[config.mk]
export PLATFORM = sky130hd
export DESIGN_NAME = id_ex_skid
export DESIGN_NICKNAME = d
export VERILOG_FILES = /design/src/rtl/id_ex_skid.sv
export SDC_FILE = /design/constraint.sdc
export NUM_CORES = 1
export LEC_CHECK = 0
export CORE_ASPECT_RATIO = 0.5
export CORE_MARGIN = 2
export CORE_UTILIZATION = 55
export CTS_CLUSTER_DIAMETER = 30
export DETAILED_ROUTE_END_ITERATION = 7
export PLACE_DENSITY_LB_ADDON = 0.12
export SYNTH_ARGS = -nofsm -noshare
export SYNTH_HDL_FRONTEND = slang
export SYNTH_SLANG_ARGS = --single-unit
[constraint.sdc]
create_clock -name clk -period 4.5 [get_ports clk]
set_input_delay 1.125 -clock clk [delete_from_list [all_inputs] [get_ports clk]]
set_output_delay 1.125 -clock clk [all_outputs]
set_load 0.005 [all_outputs]
[src/rtl/id_ex_skid.sv]
// Decode-to-execute pipeline register with a valid/ready handshake and a
// 2-entry skid buffer. Execute can stall without decode losing an
// instruction, and flush discards everything in flight. The block also keeps
// saturating stall and bubble counters for performance analysis.
module id_ex_skid #(
    parameter int unsigned          DATA_W     = 32,
    parameter int unsigned          ALUOP_W    = 8,
    parameter int unsigned          ALUSEL_W   = 3,
    parameter int unsigned          REGADDR_W  = 5,
    parameter logic [ALUOP_W-1:0]   NOP_ALUOP  = '0,
    parameter logic [ALUSEL_W-1:0]  NOP_ALUSEL = '0,
    parameter int unsigned          CNT_W      = 16
) (
    input  logic                  clk,
    input  logic                  rst,
    input  logic                  flush,

    input  logic                  id_valid,
    output logic                  id_ready,
    input  logic [ALUOP_W-1:0]    id_aluop,
    input  logic [ALUSEL_W-1:0]   id_alusel,
    input  logic [DATA_W-1:0]     id_reg1,
    input  logic [DATA_W-1:0]     id_reg2,
    input  logic [REGADDR_W-1:0]  id_wd,
    input  logic                  id_wreg,

    output logic                  ex_valid,
    input  logic                  ex_ready,
    output logic [ALUOP_W-1:0]    ex_aluop,
    output logic [ALUSEL_W-1:0]   ex_alusel,
    output logic [DATA_W-1:0]     ex_reg1,
    output logic [DATA_W-1:0]     ex_reg2,
    output logic [REGADDR_W-1:0]  ex_wd,
    output logic                  ex_wreg,

    output logic [CNT_W-1:0]      stall_cnt,
    output logic [CNT_W-1:0]      bubble_cnt
);

    localparam int unsigned INSN_W = ALUOP_W + ALUSEL_W + 2 * DATA_W + REGADDR_W + 1;

    // Occupancy: EMPTY = nothing held, FULL = main only, SKID = main + skid.
    typedef enum logic [1:0] {
        S_EMPTY,
        S_FULL,
        S_SKID
    } state_t;

    state_t              state;
    logic [INSN_W-1:0]   main_insn;
    logic [INSN_W-1:0]   skid_insn;
    logic [INSN_W-1:0]   id_insn;
    logic [INSN_W-1:0]   nop_insn;
    logic                in_xfer;
    logic                out_xfer;

    // Instruction fields packed into one word so storage moves as a unit.
    assign id_insn  = {id_aluop, id_alusel, id_reg1, id_reg2, id_wd, id_wreg};
    assign nop_insn = {NOP_ALUOP, NOP_ALUSEL, {DATA_W{1'b0}}, {DATA_W{1'b0}},
                       {REGADDR_W{1'b0}}, 1'b0};

    // Only combinational path: accept whenever the skid slot is free.
    assign id_ready = (state != S_SKID) && !rst && !flush;
    assign ex_valid = (state != S_EMPTY);
    assign in_xfer  = id_valid && id_ready;
    assign out_xfer = ex_valid && ex_ready;

    // Main is reloaded with NOP whenever it empties, so ex_* come straight
    // from a register and still read as NOP while ex_valid is low.
    assign {ex_aluop, ex_alusel, ex_reg1, ex_reg2, ex_wd, ex_wreg} = main_insn;

    // Occupancy FSM and data movement; reset beats flush beats transfers.
    always_ff @(posedge clk) begin
        if (rst) begin
            state     <= S_EMPTY;
            main_insn <= nop_insn;
            skid_insn <= nop_insn;
        end else if (flush) begin
            state     <= S_EMPTY;
            main_insn <= nop_insn;
        end else begin
            unique case (state)
                S_EMPTY: begin
                    if (in_xfer) begin
                        state     <= S_FULL;
                        main_insn <= id_insn;
                    end
                end
                S_FULL: begin
                    if (in_xfer && out_xfer) begin
                        main_insn <= id_insn;
                    end else if (in_xfer) begin
                        state     <= S_SKID;
                        skid_insn <= id_insn;
                    end else if (out_xfer) begin
                        state     <= S_EMPTY;
                        main_insn <= nop_insn;
                    end
                end
                S_SKID: begin
                    if (out_xfer) begin
                        state     <= S_FULL;
                        main_insn <= skid_insn;
                    end
                end
                default: begin
                    state     <= S_EMPTY;
                    main_insn <= nop_insn;
                end
            endcase
        end
    end

    // Saturating count of cycles where execute holds off a valid instruction.
    always_ff @(posedge clk) begin
        if (rst) begin
            stall_cnt <= '0;
        end else if (ex_valid && !ex_ready && (stall_cnt != '1)) begin
            stall_cnt <= stall_cnt + 1'b1;
        end
    end

    // Saturating count of cycles with nothing presented to execute.
    always_ff @(posedge clk) begin
        if (rst) begin
            bubble_cnt <= '0;
        end else if (!ex_valid && (bubble_cnt != '1)) begin
            bubble_cnt <= bubble_cnt + 1'b1;
        end
    end

endmodule

==> results of run 1 <==
[power by group]
group,internal (W),leakage (nW),total [W],switching [W]
logic,0.000192,2.06,0.000411,0.000219
registers,0.00176,1.58,0.00178,0.0000277
clock network,0.000902,0.296,0.00163,0.000724
[worst max-delay path by stage]
stage	from	endpoint	slack (ns)	depth (start not counted)
after floorplan	flush	id_ready	1.51	4
after global placement	flush	id_ready	0.77	4
after detailed placement	id_valid	main_insn[38]$_SDFFE_PP0P_	0.71	6
after CTS	flush	id_ready	0.77	4
after global routing	flush	id_ready	0.72	4
final	flush	id_ready	0.76	4
[per-layer routing]
| layer | track usage (%) | up-vias | wire, µm |
|---|---|---|---|
| met3 | 6.21 | 30 | 2260 |
| met1 | 38.2 | 4517 | 11900 |
| li1 | - | 4340 | - |
| met4 | 9.90 | 0 | 338 |
| met2 | 49.4 | 414 | 12800 |
| met5 | 0 | - | 0 |
[critical path: cells and delay by family]
family	cells	cell delay, ns
buffers and inverters	2	1.02
and+or+nand+nor	2	0.47
[stage by stage]
step           power (W)  area, µm²  worst slack [ns]  util (%)  hold WS [ns]
5_1_grt          0.00394      12000             0.717      72.3         0.476
3_3_place_gp     0.00222      11400             0.769      68.6         0.440
2_1_floorplan    0.00204       9400              1.51         -         0.436
6_report         0.00382      12000             0.759      72.3         0.454
4_1_cts          0.00383      12000             0.771      72.3         0.456
3_5_place_dp     0.00223      11400             0.707      68.6         0.446
[registers in the layout, indices dropped and copies added, names as in the netlist]
name and count:
bubble_cnt 16, state 2, skid_insn 81, main_insn 81, stall_cnt 16
[kinds of logic after synthesis]
| logic type | share of synthesized area [%] |
|---|---|
| fa+ha+maj | 0.266 |
| flops | 41.7 |
| mux | 9.20 |
| compound gates | 23.4 |
| simple gates | 16.2 |
| buf+inv | 9.22 |
[cell usage after synthesis, types with 2 or more instances]
cell and number:
sky130_fd_sc_hd__mux2_2 3, sky130_fd_sc_hd__dfxtp_1 196, sky130_fd_sc_hd__nor2_1 88, sky130_fd_sc_hd__a21oi_1 109, sky130_fd_sc_hd__buf_2 9, sky130_fd_sc_hd__or3_1 17, sky130_fd_sc_hd__buf_6 17, sky130_fd_sc_hd__nand2b_1 3
sky130_fd_sc_hd__a211oi_1 3, sky130_fd_sc_hd__nand2_1 171, sky130_fd_sc_hd__nand4_1 15, sky130_fd_sc_hd__inv_1 86, sky130_fd_sc_hd__a32oi_1 81, sky130_fd_sc_hd__nor2b_1 5, sky130_fd_sc_hd__o31ai_1 11, sky130_fd_sc_hd__o32ai_1 82
sky130_fd_sc_hd__o41ai_1 2, sky130_fd_sc_hd__or2_2 3, sky130_fd_sc_hd__ha_1 2, sky130_fd_sc_hd__or4_1 11, sky130_fd_sc_hd__nor3_1 6, sky130_fd_sc_hd__nand3_1 6, sky130_fd_sc_hd__and2_1 3, sky130_fd_sc_hd__o21ai_0 14
sky130_fd_sc_hd__mux2i_1 83, sky130_fd_sc_hd__and3_1 4, sky130_fd_sc_hd__clkbuf_1 79
[area by class of cell]
class | count | area (µm²)
multi-input combinational | 736 | 4650
timing repair buffer | 218 | 2160
inverter | 87 | 327
tap | 227 | 284
clock buffer | 19 | 443
clock inverter | 13 | 174
sequential | 196 | 3930
fill | 1247 | 4590
==> reports/metrics.csv, run 1 <==
metric;value;unit
run_status;finished, final reports clean;
wire_length_of_the_first_global_routing_pass;43000;µm
synthFlopType;sky130_fd_sc_hd__dfxtp_1;
syn-num-nets;1213;
tritoncts_num_sinks;196;
finClkSkew;0.0106;ns
hp_class;reg2reg;
report.final.slew_viol_count;0;
design.final.nets;1344;
final.setup.tns;0;ns
grt-ovfl-total;0;
cts_resized;0;
drc_errors;0;
dieArea;18200;µm²
mostFrequentLayoutCells;sky130_fd_sc_hd__clkdlybuf4s50_1 (199), sky130_fd_sc_hd__dfxtp_1 (194), sky130_fd_sc_hd__nand2_1 (171), sky130_fd_sc_hd__a21oi_1 (109), sky130_fd_sc_hd__nor2_1 (88);
crit_path_cell_trace;clkdlybuf4s50_1 -> or2_2 -> nor2b_1 -> clkdlybuf4s50_1;
initialDrtViolationCount;669;
synth_top_cells_by_area;sky130_fd_sc_hd__dfxtp_1 (42%), sky130_fd_sc_hd__mux2i_1 (8.8%), sky130_fd_sc_hd__o32ai_1 (7.6%);
endpoint_kind;output port;
pin_count_of_the_biggest_net_entering_global_routing;89;
worstPathRequired;3.38;ns
critical_path_most_common_cell;sky130_fd_sc_hd__clkdlybuf4s50_1;
die_y;96.4;µm
critical_path_arrival;2.62;ns
tritoncts;built;
routed_wl;27400;µm
drt_pass1_iterations;6;
hold_buffers;0;
avgSynthCellArea;8.36;µm²
number_of_cts_inserted_buffers;17;
std_cell_rows;33;
slowest_stage_delay_on_critical_path;0.58;ns
cts-htree-levels;4;
ctsLongestPathBuffers;2;
vdd_ir_drop_max;0.318;mV
worst_path_max_delay_cell;sky130_fd_sc_hd__clkdlybuf4s50_1;
synthArstFlopShare;0;%
critPathLaunchType;input pin;
grt.total_usage;29.4;%
routedWlPerCell;18.3;µm
dr_total_vias;9301;
drive_above_1_share;5.36;%
power_per_cell_area;319;nW/µm²
ys_warn_count;0;
worst_hold_path.num_cells;2;
final_cells;1496;
setup_viol;0;
antenna_viol_nets_final;0;
clk_pin_slew;0.07;ns
syn-instance-count;1125;
synth.lib_cells_used.distinct;43;
start_util;56.8;%
holdPathEnd;skid_insn[57]$_SDFFE_PP0P_;
static-leakage-power;3.94;nW
gp_congestion;0.825;
cap_violations;0;
clockRootBuffer;sky130_fd_sc_hd__clkbuf_16;
r2r_setup_slack;1.49;ns
regToRegStartpoint;state[0]$_SDFFE_PP0P_;
hold_path_startpoint;skid_insn[57]$_SDFFE_PP0P_;
area_delta_synth_final;27.3;%
placeableCoreArea;16600;µm²
clock_insertion_delay_worst_skew;0.44;ns
antenna_found_initial;0;
drt-vias-per-instance;6.22;
final_hold_vios;0;
fmaxAchievable;267;MHz
mappedNetlistArea;9400;µm²
layout.cells.most_common;sky130_fd_sc_hd__clkdlybuf4s50_1;
synth_edf_count;0;
antenna_cells_inserted;0;
critPathKind;in2out;
relSlewSlack;26.9;%
depth_of_the_worst_register_to_register_path;5;
number_of_global_route_vias_before_repair;8702;
regToRegEndpoint;main_insn[20]$_SDFFE_PP0P_;
place.detailed.instances;1464;
chip_width;189;µm
detailed_place_hpwl;16600;µm
number_of_i_o_port_buffers;200;
ys_ff_latch;196;
worst-slew-pin-transition;1.10;ns
synth_top_area_share;41.7;%
synth_sequential_area_ratio;41.7;%
grt_setup_unrepaired;false;
fin_crit_sh;83.1;%
postCtsSetupRepairBufs;0;
min_tclk_post_route;3.74;ns
crit_fanout;3;
synth_area_leader_cell;sky130_fd_sc_hd__dfxtp_1;
io_pins;201;
Power figures use the tool's default switching activity.
==> run 2: changes to the inputs <==
--- a/config.mk
+++ b/config.mk
@@ -7,7 +7,7 @@
 export LEC_CHECK = 0
 export CORE_ASPECT_RATIO = 0.5
 export CORE_MARGIN = 2
-export CORE_UTILIZATION = 55
+export CORE_UTILIZATION = 51
 export CTS_CLUSTER_DIAMETER = 30
 export DETAILED_ROUTE_END_ITERATION = 7
 export PLACE_DENSITY_LB_ADDON = 0.12
==> constraint.sdc (replaced) <==
create_clock -name clk -period 3.58 [get_ports clk]
set_input_delay 0.895 -clock clk [delete_from_list [all_inputs] [get_ports clk]]
set_output_delay 0.895 -clock clk [all_outputs]
set_load 0.005 [all_outputs]
==> reports/metrics.csv, run 2 (synthesis gave the netlist of run 1 again) <==
metric;value;unit;change
fmaxAchievable;313;MHz;
mostFrequentLayoutCells;sky130_fd_sc_hd__clkdlybuf4s50_1 (199), sky130_fd_sc_hd__dfxtp_1 (194), sky130_fd_sc_hd__nand2_1 (171), sky130_fd_sc_hd__a21oi_1 (109), sky130_fd_sc_hd__nor2_1 (88);;unchanged
cap_violations;0;;unchanged
setup_viol;0;;unchanged
relSlewSlack;36.6;%;was 26.9%
worstPathRequired;2.68;ns;was 3.38 ns
clk_pin_slew;0.08;ns;was 0.07 ns
dr_total_vias;9088;;was 9,301
design.final.nets;1349;;was 1,344
critical_path_arrival;2.30;ns;was 2.62 ns
regToRegStartpoint;state[1]$_SDFFE_PP0P_;;was state[0]$_SDFFE_PP0P_
routedWlPerCell;18.2;µm;was 18.3 µm
min_tclk_post_route;3.19;ns;
crit_fanout;3;;unchanged
pin_count_of_the_biggest_net_entering_global_routing;64;;was 89
report.final.slew_viol_count;0;;unchanged
routed_wl;27600;µm;was 27,400 µm
std_cell_rows;35;;was 33
run_status;finished, final reports clean;;unchanged
antenna_found_initial;0;;unchanged
drt-vias-per-instance;6.00;;was 6.22
chip_width;196;µm;was 189 µm
layout.cells.most_common;sky130_fd_sc_hd__clkdlybuf4s50_1;;unchanged
ctsLongestPathBuffers;2;;unchanged
register_area;3930;µm²;unchanged
cts-htree-levels;4;;unchanged
initialDrtViolationCount;563;;was 669
hp_class;reg2reg;;unchanged
depth_of_the_worst_register_to_register_path;6;;was 5
clockRootBuffer;sky130_fd_sc_hd__clkbuf_16;;unchanged
antenna_viol_nets_final;0;;unchanged
grt_setup_unrepaired;false;;unchanged
critPathLaunchType;input pin;;unchanged
grt.total_usage;28.1;%;was 29.4%
number_of_i_o_port_buffers;200;;unchanged
final.setup.tns;0;ns;unchanged
final_hold_vios;0;;unchanged
placeableCoreArea;18200;µm²;was 16,600 µm²
postCtsSetupRepairBufs;0;;unchanged
power_per_cell_area;396;nW/µm²;was 319 nW/µm²
clock_insertion_delay_worst_skew;0.44;ns;about the same
worst_setup_path_endpoint;id_ready;;unchanged
vdd_ir_drop_max;0.346;mV;was 0.318 mV
r2r_setup_slack;1.23;ns;was 1.49 ns
setup_crit_start;flush;;unchanged
endpoint_kind;output port;;unchanged
grt-ovfl-total;0;;unchanged
dieArea;19600;µm²;was 18,200 µm²
drc_errors;0;;unchanged
tritoncts_num_sinks;196;;unchanged
area_delta_synth_final;28.2;%;was 27.3%
n_fill_cell;1535;;was 1,247
regToRegEndpoint;skid_insn[3]$_SDFFE_PP0P_;;was main_insn[20]$_SDFFE_PP0P_
io_pins;201;;unchanged
critPathKind;in2out;;unchanged
reg_top3;main_insn: 81 flops, skid_insn: 81 flops;;unchanged
drt_pass1_iterations;5;;was 6
static-leakage-power;3.99;nW;was 3.94 nW
finClkSkew;0.0152;ns;was 0.0106 ns
multiInputGateArea;4650;µm²;about the same
finalCoreUtilization;66.1;%;was 72.3%
detailed_place_hpwl;16900;µm;was 16,600 µm
start_util;51.6;%;was 56.8%
number_of_cts_inserted_buffers;17;;unchanged
gp_congestion;0.827;;was 0.825
worst-slew-pin-transition;0.951;ns;was 1.10 ns
wire_length_of_the_first_global_routing_pass;44700;µm;was 43,000 µm
number_of_global_route_vias_before_repair;8772;;was 8,702
antenna_cells_inserted;0;;unchanged
hold_buffers;0;;unchanged
fin_crit_sh;89.2;%;
tritoncts;built;;unchanged
cts_resized;0;;unchanged
die_y;100;µm;was 96.4 µm
drive_above_1_share;5.81;%;was 5.36%
run 2: cell count changes in the layout (fill, tap and decap cells not counted), sizes merged:
| cell | change |
|---|---|
| buf | +5 |
| bufinv | -1 |
| clkbuf | -1 |
| clkinvlp | -2 |
| inv | +4 |
run 2: routing by layer:
layer	share of wire, %	wire length (µm)	track usage [%]
met3	6.7	1850	5.65
met1	44	12100	36.1
met4	0.84	232	6.99
met2	49	13400	49.1
met5	0	0	0
run 2: final cells by class:
cell class / count / area share [%]
timing repair buffer: 223 / 18.5
multi-input combinational: 736 / 38.6
clock buffer: 18 / 3.65
inverter: 87 / 2.71
sequential: 196 / 32.6
clock inverter: 14 / 1.33
tap: 240 / 2.49
run 2: through the flow:
stage / instances / total power, W / setup WS (ns) / cell area, µm² / hold slack, ns
6_report: 1514 / 0.00477 / 0.388 / 12000 / 0.456
5_1_grt: 1514 / 0.00494 / 0.356 / 12000 / 0.472
4_1_cts: 1514 / 0.00480 / 0.397 / 12000 / 0.457
3_5_place_dp: 1482 / 0.00281 / 0.376 / 11400 / 0.446
3_3_place_gp: 1482 / 0.00280 / 0.407 / 11400 / 0.441
2_1_floorplan: 1125 / 0.00256 / 1.05 / 9400 / 0.436
run 2: worst min path at each step:
stage / slack (ns) / end / startpoint / cells past startpoint
floorplan: 0.44 / skid_insn[0]$_SDFFE_PP0P_ / skid_insn[0]$_SDFFE_PP0P_ / 2
CTS: 0.46 / skid_insn[63]$_SDFFE_PP0P_ / skid_insn[63]$_SDFFE_PP0P_ / 2
global placement: 0.44 / skid_insn[32]$_SDFFE_PP0P_ / skid_insn[32]$_SDFFE_PP0P_ / 2
global route: 0.47 / skid_insn[31]$_SDFFE_PP0P_ / skid_insn[31]$_SDFFE_PP0P_ / 2
finish: 0.46 / skid_insn[51]$_SDFFE_PP0P_ / skid_insn[51]$_SDFFE_PP0P_ / 2
detailed placement: 0.45 / skid_insn[58]$_SDFFE_PP0P_ / skid_insn[58]$_SDFFE_PP0P_ / 2
run 2: worst max-delay path: stages:
cell and delay (ns):
sky130_fd_sc_hd__clkdlybuf4s50_1 0.46, sky130_fd_sc_hd__or2_4 0.27, sky130_fd_sc_hd__nor2b_1 0.10, sky130_fd_sc_hd__clkdlybuf4s50_1 0.57
run 2: where the power goes:
group          internal (W)  switching, W
registers           0.00221     0.0000269
logic              0.000250      0.000283
clock network       0.00107      0.000927
